File: src/rtl/scalar_wb_arbiter.sv
// Writeback arbiter for a scalar core: two small writeback FIFOs (ALU, LSU) share one
// register-file write port under 1-bit round-robin, plus a pending-write scoreboard
// that answers three source-register busy queries.
module scalar_wb_arbiter #(
    parameter int unsigned DEPTH = 2
) (
    input  logic        clk,
    input  logic        rst,

    input  logic        alu_valid,
    input  logic [3:0]  alu_rd,
    input  logic [31:0] alu_wd,
    output logic        alu_ready,

    input  logic        lsu_valid,
    input  logic [3:0]  lsu_rd,
    input  logic [31:0] lsu_wd,
    output logic        lsu_ready,

    input  logic        issue_valid,
    input  logic [3:0]  issue_rd,

    input  logic [3:0]  rs1,
    input  logic [3:0]  rs2,
    input  logic [3:0]  rs3,
    output logic        rs1_busy,
    output logic        rs2_busy,
    output logic        rs3_busy,

    output logic        wr_enable,
    output logic [3:0]  RD,
    output logic [31:0] WD,
    output logic        grant_lsu
);

    localparam int unsigned PtrW = (DEPTH > 1) ? $clog2(DEPTH) : 1;
    localparam int unsigned CntW = $clog2(DEPTH + 1);

    typedef struct packed {
        logic [3:0]  rd;
        logic [31:0] wd;
    } entry_t;

    // Index 0 is the ALU requester, index 1 the LSU requester.
    entry_t [1:0] in_entry;
    entry_t [1:0] head;
    logic   [1:0] in_valid;
    logic   [1:0] ready;
    logic   [1:0] push;
    logic   [1:0] pop;
    logic   [1:0] not_empty;

    logic        prio_q, prio_d;
    logic        grant;
    logic        sel_lsu;
    entry_t      head_sel;
    logic [15:0] pending_q, pending_d;

    assign in_entry[0] = {alu_rd, alu_wd};
    assign in_entry[1] = {lsu_rd, lsu_wd};
    assign in_valid    = {lsu_valid, alu_valid};
    assign alu_ready   = ready[0];
    assign lsu_ready   = ready[1];
    assign push        = in_valid & ready;

    for (genvar g = 0; g < 2; g++) begin : g_fifo
        entry_t          mem_q [DEPTH];
        logic [PtrW-1:0] wptr_q, rptr_q;
        logic [CntW-1:0] cnt_q;

        // Ready depends only on registered occupancy, never on valid.
        assign ready[g]     = (cnt_q < CntW'(DEPTH));
        assign not_empty[g] = (cnt_q != '0);
        assign head[g]      = mem_q[rptr_q];

        // Pointer and occupancy bookkeeping; pointers wrap naturally (DEPTH is a power of two).
        always_ff @(posedge clk or posedge rst) begin
            if (rst) begin
                wptr_q <= '0;
                rptr_q <= '0;
                cnt_q  <= '0;
            end else begin
                if (push[g]) wptr_q <= wptr_q + PtrW'(1);
                if (pop[g])  rptr_q <= rptr_q + PtrW'(1);
                case ({push[g], pop[g]})
                    2'b10:   cnt_q <= cnt_q + CntW'(1);
                    2'b01:   cnt_q <= cnt_q - CntW'(1);
                    default: cnt_q <= cnt_q;
                endcase
            end
        end

        // Entry storage; contents are don't-care while the slot is not counted.
        always_ff @(posedge clk) begin
            if (push[g]) mem_q[wptr_q] <= in_entry[g];
        end
    end

    // Round-robin grant: a lone non-empty FIFO wins, otherwise the pointer decides.
    always_comb begin
        grant     = |not_empty;
        sel_lsu   = not_empty[1] & (~not_empty[0] | prio_q);
        prio_d    = prio_q;
        pop       = 2'b00;
        head_sel  = head[sel_lsu];
        wr_enable = 1'b0;
        RD        = '0;
        WD        = '0;
        grant_lsu = 1'b0;
        if (grant) begin
            prio_d    = ~sel_lsu;
            pop       = sel_lsu ? 2'b10 : 2'b01;
            // rd=0 entries are drained without touching the register file.
            wr_enable = (head_sel.rd != 4'd0);
            RD        = head_sel.rd;
            WD        = head_sel.wd;
            grant_lsu = sel_lsu;
        end
    end

    // Scoreboard next state: clear on write, then set on issue so a same-cycle set wins.
    always_comb begin
        pending_d = pending_q;
        if (wr_enable) pending_d[RD] = 1'b0;
        if (issue_valid && (issue_rd != 4'd0)) pending_d[issue_rd] = 1'b1;
        pending_d[0] = 1'b0;
    end

    // Priority pointer and scoreboard registers.
    always_ff @(posedge clk or posedge rst) begin
        if (rst) begin
            prio_q    <= 1'b0;
            pending_q <= '0;
        end else begin
            prio_q    <= prio_d;
            pending_q <= pending_d;
        end
    end

    // Busy queries read registered state only; no bypass from the write port.
    assign rs1_busy = pending_q[rs1];
    assign rs2_busy = pending_q[rs2];
    assign rs3_busy = pending_q[rs3];

endmodule

File: config.mk
export PLATFORM = sky130hd
export DESIGN_NAME = scalar_wb_arbiter
export DESIGN_NICKNAME = d
export VERILOG_FILES = /design/src/rtl/scalar_wb_arbiter.sv
export SDC_FILE = /design/constraint.sdc
export NUM_CORES = 1
export LEC_CHECK = 0
export BUFFER_PORTS_ARGS = -buffer_cell sky130_fd_sc_hd__buf_2
export CAP_MARGIN = 20
export CORE_UTILIZATION = 56
export CTS_CLUSTER_SIZE = 28
export DETAILED_ROUTE_END_ITERATION = 7
export HOLD_SLACK_MARGIN = 0.06
export PLACE_DENSITY = 0.8
export REMOVE_ABC_BUFFERS = 1
export SETUP_SLACK_MARGIN = 0.1
export SLEW_MARGIN = 40
export SYNTH_ARGS = -nofsm -noshare
export SYNTH_HDL_FRONTEND = slang
export SYNTH_SLANG_ARGS = --single-unit
File: constraint.sdc
create_clock -name clk -period 3 [get_ports clk]
set_clock_uncertainty 0.15 [all_clocks]
set_input_delay 0.6 -clock clk [delete_from_list [all_inputs] [get_ports clk]]
set_output_delay 0.6 -clock clk [all_outputs]
set_load 0.02 [all_outputs]
# ---- Yosys cells after proc, flatten, opt, wreduce, memory -nomap -nowiden
# Memory sizes are Yosys's and may differ from the RTL's.
# Cells that the tools add are included.
dict set report totals {
  regBits 24
  latchBits 0
  wordCells 76
  in_bits 93
  mem_bits_ro 0
  n_memories 2
  ramBits 144
}
dict set report classes {
  n_addsub 8
  shifts 0
  n_reduce_logical 10
  bitwise 8
  eq_ne 4
  div 0
  n_mux 26
  magnitude_cmp 10
  mul 0
}
# memory words word_bits rd rd_ports_with_merged_regs wr line
set memory_table {}
lappend memory_table {{g_fifo[0].mem_q} 2 36 1 0 1 67} ;# entry_t mem_q [DEPTH];
lappend memory_table {{g_fifo[1].mem_q} 2 36 1 0 1 67}
# cell count
set ops {}
lappend ops {{two-way mux 36 bit} 2}
lappend ops {{two-way mux 16 bit} 2}
lappend ops {{two-way mux 32 bit} 1}
lappend ops {{less-than comparator 4 x 5 -> 1 bit, second input constant} 5}
lappend ops {{bitwise AND 16 bit} 1}
lappend ops {{inverter 16 bit} 1}
lappend ops {{OR 16 bit} 1}
lappend ops {{binary-select mux 1 bit (select 4 bit)} 3}
lappend ops {{two-way mux 1 bit} 11}
lappend ops {{demux 1 bit (select 4 bit)} 2}
lappend ops {{greater-or-equal comparator 4 x 1 -> 1 bit, second input constant} 2}
lappend ops {{one-hot mux 2 bit (2 select lines)} 2}
lappend ops {{nonzero test 2 bit} 4}
lappend ops {{nonzero test 4 bit} 2}
lappend ops {{adder 1 bit, second input constant} 4}
lappend ops {{adder 2 x 1 -> 2 bit, second input constant} 2}
lappend ops {{== test 2 x 1 -> 1 bit, second input constant} 2}
lappend ops {{== test 2 bit, second input constant} 2}
lappend ops {{less-than comparator 2 bit, second input constant} 2}
lappend ops {{two-way mux 2 bit} 2}
lappend ops {{two-way mux 4 bit} 1}
lappend ops {{subtractor 2 x 1 -> 2 bit, second input constant} 2}
lappend ops {{logical AND 1 bit} 3}
lappend ops {{bitwise AND 2 bit} 1}
lappend ops {{5 further kinds} 6}

# ---- Logic depth before layout (Yosys ltp)
dict set report depth {
  word_depth 16
  depth_mapped 10
}

# ---- Worst setup path before layout
# OpenSTA, ideal clock, no wires.
dict set report synth_timing {
  path_type {register -> register}
  from {register g_fifo[0].cnt_q[1]}
  to {memory g_fifo[0].mem_q[0][0] in the netlist's numbering, enable pin}
  t_required_ps 2421
  t_arrival_ps 2296
  slack_ps 125
  path_stages_with_launch 4
  period_less_slack_ps 2875
  cell_sequence {dfrtp_1 -> inv_1 -> nand2_1 -> nor2_1}
}
dict set report synth_via {
  elab_chain_cells 4
}
# element line
set synth_rtl {}
lappend synth_rtl {{start: declaration} 69} ;# logic [CntW-1:0] cnt_q;
lappend synth_rtl {{start signal: assignment} 86} ;# 2'b10: cnt_q <= cnt_q + CntW'(1);
lappend synth_rtl {{start signal: assignment} 87} ;# 2'b01: cnt_q <= cnt_q - CntW'(1);
lappend synth_rtl {{start signal: assignment} 88} ;# default: cnt_q <= cnt_q;
lappend synth_rtl {{less-than comparator 2 bit} 72} ;# assign ready[g] = (cnt_q < CntW'(DEPTH));
lappend synth_rtl {{named net alu_ready} 13} ;# output logic alu_ready,
lappend synth_rtl {{bitwise AND 2 bit} 64} ;# assign push = in_valid & ready;
lappend synth_rtl {{two-way mux 1 bit} 95} ;# if (push[g]) mem_q[wptr_q] <= in_entry[g];
lappend synth_rtl {{two-way mux 1 bit (implied by the code)} 95}
lappend synth_rtl {{end: declaration} 67}
# The timed path passes the listed nets, and every way through them passes these cells.

# ---- Worst setup path in the final report
dict set report layout_timing {
  from {register g_fifo[1].rptr_q}
  to {output wr_enable}
}
dict set report layout_via {
  elab_chain_cells 5
}
# element line
set layout_rtl {}
lappend layout_rtl {{start: declaration} 68} ;# logic [PtrW-1:0] wptr_q, rptr_q;
lappend layout_rtl {{start signal: assignment} 84} ;# if (pop[g]) rptr_q <= rptr_q + PtrW'(1);
lappend layout_rtl {{memory read (2 x 36 bit)} -}
lappend layout_rtl {{two-way mux 36 bit (implied by the code) (2 in a row)} 105} ;# head_sel = head[sel_lsu];
lappend layout_rtl {{nonzero test 4 bit} 114} ;# wr_enable = (head_sel.rd != 4'd0);
lappend layout_rtl {{two-way mux 1 bit} 110} ;# if (grant) begin
lappend layout_rtl {{end: declaration} 30} ;# output logic wr_enable,
# Every way passes these cells. The select of a mux whose other input is x is not followed.

==> results by group <==
Timing
  • Slew Limit Fails: 0
  • Unrepaired setup endpoints after global routing: true
  • Slew headroom: 0.558
  • Final setup margin: 0.138 ns
  • Tmin final: about 2.9 ns
  • Worst slew pin tran: roughly 0.66 ns
  • Final worst-path cycle share: 0.954
  • Final hold slack: between 0.07 and 0.08 ns
  • Final setup viols: 0
  • Max Clk Rate: around 350 MHz
  • Final hold viol count: 0

Global routing
  • Congestion Overflow GR: 0
  • Vias in the first global route: about 4900
  • GR Util All Layers: 0.248
  • Largest net degree at the start of global routing: between 50 and 60
  • Antenna violations before repair: 2
  • First-pass GRT wire length: ~25000 um

Clock tree
  • CTS tree: built
  • Clock sink count: roughly 170
  • Hold-fix buffer count after cts: 0
  • Clock latency on the worst-skew pair: 0.41 ns
  • Total CTS buffers: 17
  • Max clock buf depth: 2
  • H-tree lvl count: 4
  • Reg clk slew, reported paths: about 0.07 ns
  • Clk root buf: clkbuf_16

Synthesis
  • Mux contribution to synthesized area: 0.105
  • Sequential share of the synthesized area: 0.671
  • Synth Flop Type: edfxtp_1
  • Avg Cell Area, Syn: approximately 15 um2
  • Number of cells produced by synthesis: about 480
  • Synthesis Warnings: 0
  • Post-synth EDFFs: 144
  • Adder-Cell Fraction of Synth Area: 0.00341
  • Yosys reg bits: 168
  • Post-Synth Simple-Gate Area: 0.0643
  • Dominant combinational cell family by area after synthesis: compound AO/OA/AOI/OAI gates
  • Compound-Gate Fraction of Synth Area: 0.113
  • Xor/xnor share of the synthesized area: 0.0119
  • Mapped Area: between 7000 and 8000 um2
  • Asr flop ratio synth: 0.143
  • Synth cell types: 40

Worst setup path
  • Worst Path Arrival: between 2 and 2.5 ns
  • CP Launch Type: flip-flop
  • Setup Crit Path Kind: reg2out
  • Crit path max fanout: 8
  • CP Capture Type: primary output
  • Slowest stage delay, CP: around 0.5 ns
  • Worst Path Required: ~2.3 ns
  • Slowest-stage cell, CP: or4_4
  • Crit-path cells: mux2_4 > or4_4 > a22oi_2 > nor2_1 > buf_4
  • CP delay by family, top: simple AND/OR/NAND/NOR gates
  • Worst Path Buf+Inv: 1

Run
  • Max-cap violations: 0

Cells and area
  • Area Growth Syn to Fin: 23.4%
  • Filler Cell Count: 812
  • Fin nets: 730
  • Most frequent cells in the layout: edfxtp_1, buf_2, a211oi_1, mux2i_1, nor2b_1
  • Reg area: between 4000 and 5000 um2
  • Most common cell after layout, fill and taps aside: edfxtp_1
  • Multi-input gate area: between 2000 and 2500 um2
  • Layout cells sized above 1: 0.380

Floorplan
  • Full die area: approximately 14000 um2
  • Total I/O pin count: 136
  • Std cell rows: 41
  • DIE WIDTH: approximately 120 um
  • Core Area: between 10000 and 15000 um2
  • Initial Utilization: 0.577
  • Die Ht: around 120 um

Routing
  • Final wirelength: about 17000 um
  • Vias: 4881
  • Vias per cell: approximately 5.9
  • DRT iter0 DRCs: approximately 420
  • DRT Pass-1 Iters: 4
  • Wire per inst: ~20 um
  • Drt drc: 0
  • Routed Antenna Nets: 0

Pwr
  • Worst vdd ir: between 600 and 700 uV
  • P per Cell Area: between 1000 and 1500 nW/um2
  • Leakage: between 3 and 4 nW

Place
  • RD Place Congestion: about 0.91
  • Post-DP HPWL: between 10000 and 15000 um
  • Place WS: 0.348 ns
  • Port buffer count: between 100 and 150

Run status
  • Status: completed

Hold path
  • Min-Delay Path Class: in2async
## flip-flops by register name (all words and copies together) (netlist names)
signal / flops
g_fifo.mem_q: 144
pending_q: 15
g_fifo.cnt_q: 4
g_fifo.rptr_q: 2
g_fifo.wptr_q: 2
prio_q: 1
## cell usage after synthesis, types with 2 or more instances
library cell    n  area [um2]
a211oi_1       69         518
buf_6           3        33.8
a32oi_1        10        87.6
and3b_1         4        35.0
mux2i_1        38         380
nand4_1         4        25.0
nor2_1         13        48.8
a31oi_1         2        12.5
nand3_1         6        30.0
ha_1            2        25.0
mux4_2         12         270
buf_2          14        70.1
and3_1          4        25.0
o21ai_1         6        30.0
clkbuf_1        6        22.5
o21ai_0         9        45.0
a21oi_1         3        15.0
dfrtp_1        24         601
nor2b_1        34         213
xnor2_1         9        78.8
or4_4           3        33.8
o211ai_1        9        67.6
mux2_2          8        90.1
inv_1          19        71.3
buf_4           4        30.0
edfxtp_1      144        4320
nand2_1         9        33.8
mux2_4          2        30.0
## logic make-up (layout without fill, tap and decap cells)
kind of cell | after synthesis | in the layout
XOR/XNOR | 10 | 10
flip-flops | 168 | 168
adder cells (fa/ha/maj) | 2 | 2
buffers and inverters | 47 | 213
other | 0 | 1
AND/OR/NAND/NOR | 81 | 81
multiplexers | 60 | 60
AO/OA/AOI/OAI | 114 | 114
## timing repair
item,in CTS,in global routing
cloned,0,4
buffers inserted,5,7
pin swaps,0,6
gates resized for setup,9,23
endpoints found under the setup margin,37,37
## final cells by class
type / count / area share
Timing Repair Buffer: 162 / 0.110
Antenna cell: 1 / 0.000276
Tap cell: 172 / 0.0238
Clock buffer: 18 / 0.0474
Clock inverter: 14 / 0.0127
Inverter: 19 / 0.00787
Multi-Input combinational cell: 267 / 0.254
Sequential cell: 168 / 0.544
## power by group
part | internal (W) | total, W | leakage (nW) | switching, W
clock | 0.00108 | 0.00199 | 0.270 | 0.000907
combinational | 0.00183 | 0.00467 | 1.60 | 0.00284
sequential | 0.00307 | 0.00333 | 1.56 | 0.000260
total | 0.00599 | 0.00999 | 3.44 | 0.00400
## routing by layer
layer | GRT usage | vias up | wire, um | share of wire
met2 | 0.415 | 229 | 8620 | 0.52
met1 | 0.300 | 2394 | 6540 | 0.39
li1 | - | 2222 | - | -
met5 | 0 | - | 8 | 0.00048
met4 | 0.110 | 2 | 378 | 0.023
met3 | 0.0701 | 34 | 1180 | 0.071
## final timing paths
kind / start / endpoint / slack [ns] / cells past startpoint
setup / recovery: g_fifo[1].rptr_q / wr_enable / 0.14 / 5
hold / removal: rst / g_fifo[1].wptr_q / 0.07 / 2
setup reg to reg: g_fifo[1].cnt_q[1] / g_fifo[0].cnt_q[1] / 0.66 / 9
hold reg to reg: prio_q / prio_q / 0.38 / 1
max in group asynchronous: rst / g_fifo[1].rptr_q / 2.23 / 2
min in group clk: lsu_wd[21] / g_fifo[1].mem_q[0][21] / 0.22 / 1
## worst register-to-register path, cell delays in order, from the launching register on
cell     delay [ns]
dfrtp_1        0.41
or2_4          0.28
buf_4          0.17
nor3_4         0.22
buf_12         0.16
buf_6          0.18
nor2_1         0.11
ha_1           0.31
nor2_1         0.14
xnor2_1        0.13
## stage by stage
stage                util  area [um2]  TNS [ns]  std cells  total power, W
global route        0.712        9060         0        820          0.0105
CTS                 0.692        8810         0        809         0.00960
floorplan               -        7180    -17.83        454         0.00612
global placement    0.644        8190         0        772         0.00740
finish              0.712        9060         0        821         0.00999
detailed placement  0.644        8200         0        772         0.00751
Note: power is estimated with default switching activity, not from simulation.
